==> src/rtl/i2s_transmitter.sv <==
`default_nettype none
// ============================================================================
// Module      : i2s_transmitter
// Description : Serialises a signed 24-bit mono sample as a stereo I2S stream
//               from a divided system clock. Define OUTPUT_GAIN_EN to enable
//               the shift-and-saturate gain stage and the o_clip flag.
// Revision    : 1.0 - initial release
// ============================================================================
module i2s_transmitter #(
    parameter int BCLK_HALF_DIV = 6
) (
    input  logic        i_clk,
    input  logic        i_reset,
    input  logic [23:0] i_sample,
    input  logic [2:0]  i_gain_shift,
    output logic        o_bclk,
    output logic        o_lrclk,
    output logic        o_sdata,
    output logic        o_frame_strobe,
    output logic        o_clip
);

    localparam int                 c_DIV_W    = (BCLK_HALF_DIV > 1) ? $clog2(BCLK_HALF_DIV) : 1;
    localparam logic [c_DIV_W-1:0] c_DIV_LAST = c_DIV_W'(BCLK_HALF_DIV - 1);
    localparam logic [c_DIV_W-1:0] c_DIV_ONE  = c_DIV_W'(1);

    logic [c_DIV_W-1:0] r_div_cnt;
    logic [5:0]         r_bit_cnt;
    logic [23:0]        r_hold;

    logic               w_div_tc;
    logic               w_fall;
    logic               w_capture;
    logic [5:0]         w_bit_next;
    logic [4:0]         w_k_next;
    logic               w_sdata_next;
    logic [23:0]        w_proc;
    logic               w_clip;

    assign w_div_tc   = (r_div_cnt == c_DIV_LAST);
    assign w_fall     = w_div_tc && o_bclk;
    assign w_capture  = w_fall && (r_bit_cnt == 6'd63);
    assign w_bit_next = r_bit_cnt + 6'd1;
    assign w_k_next   = w_bit_next[4:0];

    // k = 0 is the I2S delay slot and k > 24 is padding; both drive zero.
    always_comb begin
        w_sdata_next = 1'b0;
        if ((w_k_next >= 5'd1) && (w_k_next <= 5'd24)) begin
            w_sdata_next = r_hold[5'd24 - w_k_next];
        end
    end

`ifdef OUTPUT_GAIN_EN
    logic [30:0] w_wide;
    logic [30:0] w_shifted;
    logic        w_pos_sat;
    logic        w_neg_sat;

    // 24 bits shifted by at most 7 fit in 31 bits, so no bits are lost before
    // the range test; overflow shows as bits [30:23] not all equal.
    assign w_wide    = {{7{i_sample[23]}}, i_sample};
    assign w_shifted = w_wide << i_gain_shift;
    assign w_pos_sat = ~w_shifted[30] & (|w_shifted[29:23]);
    assign w_neg_sat =  w_shifted[30] & ~(&w_shifted[29:23]);

    always_comb begin
        w_proc = w_shifted[23:0];
        if (w_pos_sat) begin
            w_proc = 24'h7FFFFF;
        end else if (w_neg_sat) begin
            w_proc = 24'h800000;
        end
    end

    assign w_clip = w_pos_sat | w_neg_sat;
`else
    logic w_unused_gain;

    assign w_unused_gain = ^i_gain_shift;
    assign w_proc        = i_sample;
    assign w_clip        = 1'b0;
`endif

    always_ff @(posedge i_clk) begin
        if (i_reset) begin
            r_div_cnt      <= '0;
            r_bit_cnt      <= 6'd63;
            r_hold         <= '0;
            o_bclk         <= 1'b0;
            o_lrclk        <= 1'b0;
            o_sdata        <= 1'b0;
            o_frame_strobe <= 1'b0;
            o_clip         <= 1'b0;
        end else begin
            o_frame_strobe <= 1'b0;

            if (w_div_tc) begin
                r_div_cnt <= '0;
                o_bclk    <= ~o_bclk;
            end else begin
                r_div_cnt <= r_div_cnt + c_DIV_ONE;
            end

            if (w_fall) begin
                r_bit_cnt <= w_bit_next;
                o_lrclk   <= w_bit_next[5];
                o_sdata   <= w_sdata_next;
            end

            if (w_capture) begin
                r_hold         <= w_proc;
                o_clip         <= w_clip;
                o_frame_strobe <= 1'b1;
            end
        end
    end

endmodule
`default_nettype wire

==> config.mk <==
export PLATFORM = sky130hd
export DESIGN_NAME = i2s_transmitter
export DESIGN_NICKNAME = d
export VERILOG_FILES = /design/src/rtl/i2s_transmitter.sv
export SDC_FILE = /design/constraint.sdc
export NUM_CORES = 1
export LEC_CHECK = 0
export BUFFER_PORTS_ARGS = -buffer_cell sky130_fd_sc_hd__buf_2
export CORE_ASPECT_RATIO = 1.75
export CORE_MARGIN = 8
export CORE_UTILIZATION = 51
export CTS_BUF_LIST = sky130_fd_sc_hd__clkbuf_4 sky130_fd_sc_hd__clkbuf_8
export DETAILED_ROUTE_END_ITERATION = 12
export GPL_ROUTABILITY_DRIVEN = 0
export PLACE_DENSITY = 0.81
export SKIP_CTS_REPAIR_TIMING = 1
export SYNTH_ARGS = -nofsm -noshare
export SYNTH_HDL_FRONTEND = slang
export SYNTH_SLANG_ARGS = --single-unit
==> constraint.sdc <==
create_clock -name i_clk -period 1.7 [get_ports i_clk]
set_input_delay 0.34 -clock i_clk [delete_from_list [all_inputs] [get_ports i_clk]]
set_output_delay 0.34 -clock i_clk [all_outputs]
set_load 0.01 [all_outputs]
; After elaboration in Yosys (flattened, before gate mapping)
; Index checks and enable logic that the tools add are counted.
[op_classes]
add_sub_neg = 3
order_cmp = 3
eq_ne = 2
muxes = 4
bitwise_logic = 1
reduce_logical = 4
[op_table]
columns = cell, n
row1 = $add A6 B1 Y6 const B, 1
row2 = $eq A6 B6 Y1 const B, 1
row3 = $lt A5 B6 Y1 const B, 1
row4 = $bmux W1 S5, 1
row5 = $ge A5 B1 Y1 const B, 1
row6 = $le A5 B5 Y1 const B, 1
row7 = $sub A5 B5 Y5 const A, 1
row8 = $add A3 B1 Y3 const B, 1
row9 = $eq A3 B3 Y1 const B, 1
row10 = $logic_and A1 B1 Y1, 3
row11 = $mux W1, 3
row12 = $reduce_or A2 Y1, 1
row13 = $not A1 Y1, 1
[word_totals]
word_cells = 24
register_bits = 37
output_inout_bits = 5
in_bits = 29

; Logic depth before layout (Yosys ltp)
[depth]
word_depth = 5
ltp_mapped = 10
ltp_nobuf = 7

; Least setup slack after synthesis
; Ideal clock, no wire load.
[synth_path]
kind = register -> register
from = reg r_bit_cnt[1]
to = reg o_sdata
path_stages_with_launch = 8
slack_ps = -186
period_less_slack_ps = 1886
n_path_buf = 1
required_ps = 1584
arrival_ps = 1770
setup_time_ps = 116
path_cell_list = dfxtp_1 -> ha_1 -> buf_2 -> or2_1 -> o21a_1 -> o211ai_1 -> mux2i_1 -> a31o_1
[synth_between]
elab_chain_len = 5
word_cells_on_any_way = 8
classes_between = 2 x add/sub / 2 x order compare / 3 x mux / 1 x reduce/logical
[synth_lines]
columns = element, line_no
row1 = "start, declared", 28  ; logic [5:0] r_bit_cnt;
row2 = "start signal, assigned", 106  ; r_bit_cnt <= w_bit_next;
row3 = $add A6 B1 Y6 (*), 43  ; assign w_bit_next = r_bit_cnt + 6'd1;
row4 = net w_bit_next[1], 34  ; logic [5:0] w_bit_next;
row5 = $sub A5 B5 Y5, 50  ; w_sdata_next = r_hold[5'd24 - w_k_next];
row6 = $bmux W1 S5, 50
row7 = $mux W1 (implied by the code), 50
row8 = $mux W1 (*), 49  ; if ((w_k_next >= 5'd1) && (w_k_next <= 5'd24)) begin
row9 = "end signal, assigned", 108  ; o_sdata <= w_sdata_next;
row10 = "end, declared", 18  ; output logic o_sdata,
; Mark *: on every way through the listed nets, which the timed path passes. The rest lies on a longest branch. The select of a mux whose other input is x is not followed.
; A chain may end at the register's enable or synchronous reset.

; Worst setup path after layout
; Same ends and word-level chain as after synthesis.

==> key figures <==
Outcome
  • Status: finished with violations
  • Failing checks: setup timing

Synth
  • Register area share after synthesis: 42.2%
  • Post-synthesis register bit count: 37
  • Most frequent cell after synthesis: nand2_1
  • Synth area leader: dfxtp_1
  • Synthesized area: 1760 sq um
  • Post-synthesis async set-or-reset flop share: 0%
  • Cells after Synth: 192
  • Syn_area_per_cell: 9.14 sq um
  • Top-area cell type share of the netlist area: 42.2%
  • Syn Nets: 226
  • Yosys cell types: 33
  • Synth Flop Type: dfxtp_1
  • Dominant cells by area after synthesis: dfxtp_1, nand2_1, mux4_2, a21oi_1, a21oi_2
  • Synth warn: 0
  • Synth cell count leaders: nand2_1, dfxtp_1, a21oi_1
  • EDFF count, synth: 0

Setup path
  • Critical Path Stages: 6
  • CP max stage cell: dfxtp_4
  • Biggest cell delay along the critical path: 0.35 ns
  • Buf/Inv on CP: 0
  • Worst Setup Path Type: flip-flop to flip-flop
  • Worst reg2reg path depth: 6
  • Worst Setup EP: o_sdata
  • CP Cell Sequence: ha_4, or2_1, o21a_1, o211ai_1, mux2i_1, a31o_1
  • Arrival @ worst endpoint: 2.07 ns
  • Critical path's top delay family: compound AO/OA/AOI/OAI gates
  • CP Max Fanout: 10
  • Reg-to-Reg End: o_sdata
  • Worst reg2reg setup slack: -0.13 ns
  • Worst path required time: 1.94 ns
  • Crit path launch: r_bit_cnt[1]
  • Worst setup EP type: flip-flop
  • Crit path launch type: flip-flop
  • FF-to-FF Start: r_bit_cnt[1]

Clocking
  • Num CTS Buffers: 5
  • Clk sink count: 37
  • Clk pin slew, worst setup/hold paths: 0.07 ns
  • H-tree depth: 2
  • Clk_lat worst skew: 0.29 ns
  • CTS tree: done
  • Root Buffer: clkbuf_8
  • Clock Path Buffers: 2

Timing
  • Period utilization: 108%
  • RSZ-0062 raised after global routing: yes
  • Final Hold Fails: 0
  • Setup_tns: -0.130 ns
  • Final setup fails: 1
  • Final WS setup: -0.130 ns
  • Layout Skew: 0.00914 ns
  • Period minus WS final: 1.83 ns
  • Worst hold slack: 0.286 ns
  • FMAX: 0.547 GHz
  • Final Max Tran Viols: 0

Power and ir drop
  • Tot Pwr: 1.76 mW
  • Peak supply drop: 0.703 mV
  • Leakage: 0.824 nW
  • PD cells: 787 nW/um^2

Job
  • Max_cap viols: 0

Placed design
  • Pre-CTS setup slack: -0.104 ns
  • Port Buf Inserts: 29
  • Placed cells: 263
  • Placement Cell Area: 2000 sq um
  • Dpl hpwl: 2720 um

Drt
  • Initial DRC count: 27
  • Antenna Nets Post-Route: 0
  • Drt wl/cell: 15.1 um
  • Detailed Route WL: 4180 um
  • DR pass1 iterations: 5
  • Post-route DRC: 0
  • Via count: 1487
  • Drt via density: 5.37

Cells and area
  • Final instance area: 2230 sq um
  • Ant diodes: 0
  • Area Growth Syn to Fin: 27.2%
  • Finished Layout Cells: 277
  • Nets@finish: 265
  • Fin util: 67.1%
  • Layout cells sized above 1: 35.3%

Global route
  • Total track usage: 15.0%
  • Vias in the first global route: 1531
  • Global-route wire length before repair: 6470 um
  • Initial antenna violation count: 0
  • Overflow after GRT: 0
  • Largest net degree at the start of global routing: 26

Die
  • Core area: 3330 sq um
  • Cell Rows: 28
  • Die height: 93.6 um
  • I/O pins: 34
  • Die area: 5650 sq um
  • Die width: 60.4 um
  • Initial core utilization: 52.7%

Worst hold path
  • HP Class: input port to flip-flop
[flip-flops by register name (all words and copies together), names as in the netlist]
register / count
o_bclk: 1
r_hold: 24
r_div_cnt: 3
o_frame_strobe: 1
r_bit_cnt: 6
o_sdata: 1
o_lrclk: 1
[per-layer routing]
metal,GRT usage [%],share of wire [%],vias up
li1,-,-,729
met1,14.4,37,698
met2,26.9,54,44
met3,2.61,3.6,16
met4,10.6,5.1,0
met5,0,0,-
[area by class of cell]
| cell class | instances | area [sq um] |
|---|---|---|
| inverter | 1 | 3.75 |
| fill | 269 | 1090 |
| tap | 45 | 56.3 |
| sequential | 37 | 751 |
| clock buffer | 7 | 90.1 |
| timing repair buffer | 46 | 337 |
| multi-input combinational | 140 | 966 |
| clock inverter | 1 | 30.0 |
[worst reg2reg max path: cells and delay by family, from the launching register on]
family	cells	cell delay [ns]
multiplexers	1	0.26
flip-flops	1	0.35
AO/OA/AOI/OAI	3	0.63
adder cells (fa/ha/maj)	1	0.29
AND/OR/NAND/NOR	1	0.24
[placed cells by master, fill, tap and decap left out, types with 3 or more instances in the layout]
| cell type | netlist | final |
|---|---|---|
| nand2b_1 | 8 | 8 |
| ha_1 | 5 | 3 |
| nand3_1 | 4 | 4 |
| mux2i_1 | 5 | 5 |
| dfxtp_1 | 37 | 33 |
| nor2_1 | 6 | 6 |
| mux4_2 | 6 | 6 |
| buf_2 | 4 | 29 |
| buf_4 | 2 | 12 |
| clkbuf_8 | 0 | 6 |
| nand2_1 | 53 | 53 |
| xor2_1 | 5 | 5 |
| a211oi_1 | 3 | 3 |
| xnor2_1 | 4 | 4 |
| a21oi_2 | 8 | 12 |
| a21oi_1 | 16 | 12 |
[how the worst min path moves through the flow]
| stage | to | cells after the start | slack (ns) | from |
|---|---|---|---|---|
| after floorplan | r_hold[12] | 2 | 0.43 | r_hold[12] |
| after global placement | r_hold[19] | 2 | 0.44 | r_hold[19] |
| after detailed placement | r_hold[8] | 2 | 0.45 | r_hold[8] |
| after CTS | r_hold[21] | 3 | 0.27 | i_sample[21] |
| after global routing | r_hold[20] | 3 | 0.29 | i_sample[20] |
| final | r_hold[21] | 3 | 0.29 | i_sample[21] |
[power by group]
group	switching (mW)	internal [mW]	total [mW]
clock network	0.299	0.494	0.793
registers	0.00570	0.872	0.878
logic	0.0402	0.0470	0.0872
[kinds of logic (layout without fill, tap and decap cells)]
group	Yosys count	in the layout	synth area share [%]
AO/OA/AOI/OAI	33	33	12.5
other	1	1	0.214
flip-flops	37	37	42.2
XOR/XNOR	9	9	4.49
multiplexers	11	11	10.5
AND/OR/NAND/NOR	81	81	20.8
buffers and inverters	15	55	5.63
adder cells (fa/ha/maj)	5	5	3.56
Note: power is estimated with default switching activity, not from simulation.
